===== config.mk =====
export PLATFORM = sky130hd
export DESIGN_NAME = des_key_sched_flat
export DESIGN_NICKNAME = d
export VERILOG_FILES = /design/src/rtl/des_key_sched_pkg.sv /design/src/rtl/des_key_sched_if.sv /design/src/rtl/des_key_sched_pc2.sv /design/src/rtl/des_key_sched.sv /design/src/flat_wrapper.sv
export SDC_FILE = /design/constraint.sdc
export NUM_CORES = 1
export LEC_CHECK = 0
export ABC_AREA = 1
export ABC_CLOCK_PERIOD_IN_PS = 2500
export BUFFER_PORTS_ARGS = -buffer_cell sky130_fd_sc_hd__clkbuf_2
export CORE_MARGIN = 2
export CORE_UTILIZATION = 41
export DETAILED_ROUTE_END_ITERATION = 8
export PLACE_DENSITY = 0.74
export SYNTH_ARGS = -nofsm -noshare
export SYNTH_HDL_FRONTEND = slang
export SYNTH_SLANG_ARGS = --single-unit

===== constraint.sdc =====
create_clock -name clk -period 2.5 [get_ports clk]
set_input_delay 0.25 -clock clk [delete_from_list [all_inputs] [get_ports clk]]
set_output_delay 0.25 -clock clk [all_outputs]
set_load 0.01 [all_outputs]

===== src/rtl/des_key_sched_pkg.sv =====
// rtl/des_key_sched_pkg.sv - DES key-schedule constants, permutation tables and rotate helpers
package des_key_sched_pkg;

  localparam int NROUNDS  = 16;
  localparam int ROUND_W  = 5;
  localparam int KEY_W    = 64;
  localparam int SUBKEY_W = 48;
  localparam int HALF_W   = 28;

  typedef enum logic {
    IDLE = 1'b0,
    RUN  = 1'b1
  } state_t;

  // Tables use DES bit numbering: bit 1 is the MSB of the source vector.
  localparam int PC1_TBL [56] = '{
    57, 49, 41, 33, 25, 17,  9,  1, 58, 50, 42, 34, 26, 18,
    10,  2, 59, 51, 43, 35, 27, 19, 11,  3, 60, 52, 44, 36,
    63, 55, 47, 39, 31, 23, 15,  7, 62, 54, 46, 38, 30, 22,
    14,  6, 61, 53, 45, 37, 29, 21, 13,  5, 28, 20, 12,  4
  };

  localparam int PC2_TBL [48] = '{
    14, 17, 11, 24,  1,  5,  3, 28, 15,  6, 21, 10,
    23, 19, 12,  4, 26,  8, 16,  7, 27, 20, 13,  2,
    41, 52, 31, 37, 47, 55, 30, 40, 51, 45, 33, 48,
    44, 49, 39, 56, 34, 53, 46, 42, 50, 36, 29, 32
  };

  localparam logic [1:0] SHIFT_SCHED [16] = '{
    2'd1, 2'd1, 2'd2, 2'd2, 2'd2, 2'd2, 2'd2, 2'd2,
    2'd1, 2'd2, 2'd2, 2'd2, 2'd2, 2'd2, 2'd2, 2'd1
  };

  function automatic logic [55:0] pc1(input logic [KEY_W-1:0] k);
    logic [55:0] o;
    o = '0;
    for (int i = 0; i < 56; i++) begin
      o[6'(55 - i)] = k[6'(64 - PC1_TBL[i])];
    end
    return o;
  endfunction

  function automatic logic [HALF_W-1:0] rotl28(input logic [HALF_W-1:0] x, input logic [1:0] n);
    case (n)
      2'd1:    return {x[26:0], x[27]};
      2'd2:    return {x[25:0], x[27:26]};
      default: return x;
    endcase
  endfunction

  function automatic logic [HALF_W-1:0] rotr28(input logic [HALF_W-1:0] x, input logic [1:0] n);
    case (n)
      2'd1:    return {x[0], x[27:1]};
      2'd2:    return {x[1:0], x[27:2]};
      default: return x;
    endcase
  endfunction

endpackage


===== src/rtl/des_key_sched_if.sv =====
// rtl/des_key_sched_if.sv - start/key request and subkey stream between round datapath and key schedule
interface des_key_sched_if;
  import des_key_sched_pkg::*;

  logic                start;
  logic                decrypt;
  logic [KEY_W-1:0]    key;
  logic [SUBKEY_W-1:0] subkey;
  logic [ROUND_W-1:0]  round;
  logic                key_valid;
  logic                done;
  logic                busy;

  modport master (
    output start, decrypt, key,
    input  subkey, round, key_valid, done, busy
  );

  modport slave (
    input  start, decrypt, key,
    output subkey, round, key_valid, done, busy
  );

endinterface


===== src/rtl/des_key_sched_pc2.sv =====
// rtl/des_key_sched_pc2.sv - combinational PC-2 compression of C||D (56 bits) to a 48-bit subkey
module des_pc2
  import des_key_sched_pkg::*;
(
  input  logic [55:0]         cd,
  output logic [SUBKEY_W-1:0] subkey
);

  always_comb begin
    subkey = '0;
    for (int i = 0; i < SUBKEY_W; i++) begin
      subkey[6'(47 - i)] = cd[6'(56 - PC2_TBL[i])];
    end
  end

endmodule


===== src/rtl/des_key_sched.sv =====
// rtl/des_key_sched.sv - iterative DES round-key generator, one subkey per clock in either direction
module des_key_sched
  import des_key_sched_pkg::*;
(
  input  logic      clk,
  input  logic      rst,
  des_key_sched_if.slave bus
);

  state_t state, state_nxt;

  logic [HALF_W-1:0]   c_q, d_q;
  logic [HALF_W-1:0]   c_src, d_src, c_nxt, d_nxt;
  logic                dir_q, dir_src;
  logic [3:0]          rcnt;
  logic [1:0]          shamt;
  logic [55:0]         pc1_key;
  logic [SUBKEY_W-1:0] subkey_q, subkey_nxt;
  logic                accept, last;

  assign accept  = (state == IDLE) && bus.start;
  assign last    = (state == RUN) && (rcnt == 4'd15);
  assign pc1_key = pc1(bus.key);

  always_ff @(posedge clk) begin
    if (rst) state <= IDLE;
    else     state <= state_nxt;
  end

  always_comb begin
    state_nxt = state;
    case (state)
      IDLE:    if (bus.start) state_nxt = RUN;
      RUN:     if (last)      state_nxt = IDLE;
      default:                state_nxt = IDLE;
    endcase
  end

  // On accept the first subkey is built straight from PC-1(key) so round 0 is ready one cycle later.
  // Decrypt round 1 uses C0/D0 unrotated, since the full encrypt schedule rotates by exactly 28.
  always_comb begin
    c_src   = c_q;
    d_src   = d_q;
    dir_src = dir_q;
    shamt   = 2'd0;
    if (state == IDLE) begin
      c_src   = pc1_key[55:28];
      d_src   = pc1_key[27:0];
      dir_src = bus.decrypt;
      shamt   = bus.decrypt ? 2'd0 : SHIFT_SCHED[0];
    end else if (!dir_q) begin
      shamt = SHIFT_SCHED[rcnt + 4'd1];
    end else begin
      shamt = SHIFT_SCHED[4'd15 - rcnt];
    end
    if (dir_src) begin
      c_nxt = rotr28(c_src, shamt);
      d_nxt = rotr28(d_src, shamt);
    end else begin
      c_nxt = rotl28(c_src, shamt);
      d_nxt = rotl28(d_src, shamt);
    end
  end

  des_pc2 u_pc2 (
    .cd     ({c_nxt, d_nxt}),
    .subkey (subkey_nxt)
  );

  always_ff @(posedge clk) begin
    if (rst) begin
      c_q      <= '0;
      d_q      <= '0;
      dir_q    <= 1'b0;
      rcnt     <= '0;
      subkey_q <= '0;
    end else if (accept) begin
      c_q      <= c_nxt;
      d_q      <= d_nxt;
      dir_q    <= dir_src;
      rcnt     <= '0;
      subkey_q <= subkey_nxt;
    end else if (state == RUN) begin
      rcnt <= rcnt + 4'd1;
      if (!last) begin
        c_q      <= c_nxt;
        d_q      <= d_nxt;
        subkey_q <= subkey_nxt;
      end
    end
  end

  assign bus.subkey    = subkey_q;
  assign bus.round     = {1'b0, rcnt};
  assign bus.key_valid = (state == RUN);
  assign bus.done      = last;
  assign bus.busy      = (state == RUN);

endmodule


===== src/flat_wrapper.sv =====
// flat-port wrapper written by rule: the top's interface ports become plain ports
module des_key_sched_flat import des_key_sched_pkg::*;
  (clk, rst, bus_start, bus_decrypt, bus_key, bus_subkey, bus_round, bus_key_valid, bus_done, bus_busy);
  des_key_sched_if bus_i ();
  input  logic clk;
  input  logic rst;
  input wire logic [$bits(bus_i.start)-1:0] bus_start;
  input wire logic [$bits(bus_i.decrypt)-1:0] bus_decrypt;
  input wire logic [$bits(bus_i.key)-1:0] bus_key;
  output wire logic [$bits(bus_i.subkey)-1:0] bus_subkey;
  output wire logic [$bits(bus_i.round)-1:0] bus_round;
  output wire logic [$bits(bus_i.key_valid)-1:0] bus_key_valid;
  output wire logic [$bits(bus_i.done)-1:0] bus_done;
  output wire logic [$bits(bus_i.busy)-1:0] bus_busy;
  assign bus_i.start = bus_start;
  assign bus_i.decrypt = bus_decrypt;
  assign bus_i.key = bus_key;
  assign bus_subkey = bus_i.subkey;
  assign bus_round = bus_i.round;
  assign bus_key_valid = bus_i.key_valid;
  assign bus_done = bus_i.done;
  assign bus_busy = bus_i.busy;
  des_key_sched u_core (.clk(clk), .rst(rst), .bus(bus_i));
endmodule

==> reports/metrics.csv <==
stage,metric,value,unit
outcome,status,completed,
critical_path,CP Max Fanout,26,
synth,"area leader, netlist",nand3_1,
critical_path,slowest CP cell,dfxtp_2,
clock_tree,TritonCTS buffer count,9,
critical_path,"slowest stage delay, CP",0.38,ns
layout,register area,1250,µm²
synth,Mapped Area,5110,µm²
placement,Inst Count DP,1017,
power_and_ir_drop,leakage,2.50,nW
critical_path,Worst EP arrival,2.53,ns
die,initial core utilization,42.3,%
synth,"EDFF count, synth",0,
grt,vias in the first global route,4915,
sta,"Setup violations, final",0,
power_and_ir_drop,Comb pwr share,31.7,%
grt,first-pass GRT wire length,22400,µm
drt,DRT iter0 DRCs,653,
sta,Worst Skew,0.00497,ns
power_and_ir_drop,switching pwr,1.28,mW
synth,synth top area cells,"nand3_1 (26%), dfxtp_1 (24%), nand2_1 (9.2%)",
synth,share of the synthesized area in the top cell type,25.8,%
die,Die Height,116,µm
layout,nets,936,
clock_tree,Max Root-Sink Buffers,2,
power_and_ir_drop,Net Sw Frac,36.7,%
layout,ANT cells,0,
clock_tree,Post-CTS Setup Inserts,0,
power_and_ir_drop,sequential fraction of design power,34.7,%
power_and_ir_drop,Power Total,3.50,mW
grt,Total GRT Usage,20.3,%
power_and_ir_drop,Int Power,2.21,mW
placement,global placement routability congestion,0.825,
drt,Routed WL,13700,µm
synth,"Async S/R FF share, synth",0,%
drt,DR vias,5540,
grt,initial antenna violation count,0,
sta,minimum clock period,2.27,ns
drt,WL per Instance,13.2,µm
die,row cnt,40,
sta,Slew headroom,30.6,%
placement,Final HPWL DP,8160,µm
synth,"top cells by count, synth","nand3_1 (263), nand2_1 (125), nor2_1 (114)",
drt,vias per cell,5.36,
drt,drt drc,0,
critical_path,"CP delay by family, top",adder cells,
job,maxcap violations,0,
critical_path,Worst Path Required,2.77,ns
layout,layout cells sized above 1,11.0,%
placement,Port Buffers,52,
clock_tree,"Reg clk slew, reported paths",0.05,ns
sta,crit share post-route,90.6,%
clock_tree,H-tree levels,3,
die,core box area,12100,µm²
drt,Pre-antenna DRT Iters,9,
layout,Fillers,1289,
grt,grt ovf,0,
grt,largest net degree at the start of global routing,88,
layout,Multi-input gate area,3070,µm²
layout,Final Non-Filler Cells,1034,
layout,fin util,45.9,%
synth,number of library cell types mapped by synthesis,21,
drt,DRT antenna net count,0,
synth,top_reg_cell synth,dfxtp_1,
synth,Ys Warns,0,
clock_tree,clock root buffer,clkbuf_16,
layout,P&R area growth vs syn,8.38,%
power_and_ir_drop,Clock Power Share,33.6,%
clock_tree,Sink Count,62,
synth,"Seq/Total Area, Yosys",24.3,%
hold_path,Hold Path Class,in2reg,
die,die area,13400,µm²
critical_path,CP endpoint kind,flip-flop,
die,die width,116,µm
sta,final hold vios,0,
die,# IOs,124,
clock_tree,worst skew pair latency,0.34,ns
sta,Max Transition Viols Final,0,
critical_path,CP startpoint kind,flip-flop,
sta,f_max,441,MHz
synth,syn avg cell area,5.82,µm²
synth,most frequent cell after synthesis,nand3_1,
critical_path,Most common cell on crit path,nand2_1,
sta,Worst Tran Pin Value,1.04,ns
clock_tree,Post-CTS Resized,0,
clock_tree,Hold Buf Count CTS,0,
synth,"FF+latch count, synth",62,
critical_path,worst path bufs/invs,5,
power_and_ir_drop,Peak supply drop,360,µV
synth,Syn Inst Count,877,
sta,setup repair after global routing missed its margin,false,
sta,Hold WS,0.0778,ns
critical_path,crit path cell chain,"inv_1, ha_1, inv_1, nand2_1, nand3_1, nand2_1, nand2_1, nand2_1, inv_1, ha_2, inv_4, clkbuf_16, nor2_1, nor2_1, a21oi_1",
critical_path,Worst Setup Path Type,reg2reg,
power_and_ir_drop,Pwr Density,632,nW/µm²
clock_tree,CTS tree,yes,
worst register-to-register path, cell delays in order (launching register included):
cell and delay [ns]:
dfxtp_2 0.38, inv_1 0.09, ha_1 0.30, inv_1 0.05
nand2_1 0.05, nand3_1 0.11, nand2_1 0.09, nand2_1 0.05
nand2_1 0.09, inv_1 0.05, ha_2 0.35, inv_4 0.08
clkbuf_16 0.20, nor2_1 0.11, nor2_1 0.05, a21oi_1 0.16
state kept, by name (all words and copies together) (netlist names):
signal / count
u_core.dir_q: 1
u_core.c_q: 28
u_core.bus.busy: 1
u_core.rcnt: 4
u_core.d_q: 27
u_core.bus.subkey: 1
worst paths after layout:
check | to | slack, ns | from | depth (start not counted)
max | u_core.d_q[25] | 0.23 | u_core.rcnt[0] | 15
max reg2reg | u_core.d_q[25] | 0.23 | u_core.rcnt[0] | 15
min | u_core.bus.busy | 0.08 | rst | 2
min reg2reg | u_core.rcnt[1] | 0.51 | u_core.rcnt[1] | 2
logic make-up (layout without fill, tap and decap cells):
family          count (synthesis)  count (layout)  share of synthesized area [%]
simple gates                  508             508                           44.2
other cells                     1              23                         0.0734
buf+inv                       174             141                           17.5
compound gates                126             126                           12.5
flops                          62              62                           24.3
fa+ha+maj                       6               6                           1.47
area by class of cell:
type	count	share of cell area, %
Inverter	55	3.78
Timing Repair Buffer	71	9.50
Sequential cell	62	22.5
Clock inverter	1	0.0904
Multi-Input combinational cell	663	55.6
Clock buffer	14	4.77
Tap cell	168	3.80
power by group through the flow:
stage / combinational, mW / sequential [mW] / clock (mW)
6_report: 1.11 / 1.21 / 1.17
5_1_grt: 1.24 / 1.23 / 1.25
4_1_cts: 1.06 / 1.21 / 1.20
3_5_place_dp: 1.05 / 1.23 / 0
3_3_place_gp: 1.04 / 1.23 / 0
2_1_floorplan: 0.891 / 1.20 / 0
layout by cell type, fill, tap and decap left out, drive strengths merged:
cell,synthesis,routed
nand3,263,263
nand2,125,125
nor2,114,114
clkbuf,29,68
a21oi,67,67
dfxtp,62,62
o21ai,57,57
inv,55,55
conb,1,23
buf,90,17
ha,6,6
nand3b,4,4
a31oi,1,1
nand4,1,1
nand2b,1,1
a211oi,1,1
clkinv,0,1
layer usage:
metal | track usage (%) | share of wire (%)
met3 | 3.77 | 5.8
met1 | 24.8 | 44
met4 | 6.18 | 1.5
met5 | 0 | 0
met2 | 36.1 | 49
metrics by stage:
stage	TNS [ns]	setup WS, ns	instance area [µm²]
floorplan	-1.36	-0.0678	5190
global placement	0	0.156	5210
detailed placement	0	0.101	5210
CTS	0	0.0811	5480
global route	0	0.0362	5530
finish	0	0.234	5530
Power figures use the tool's default switching activity.
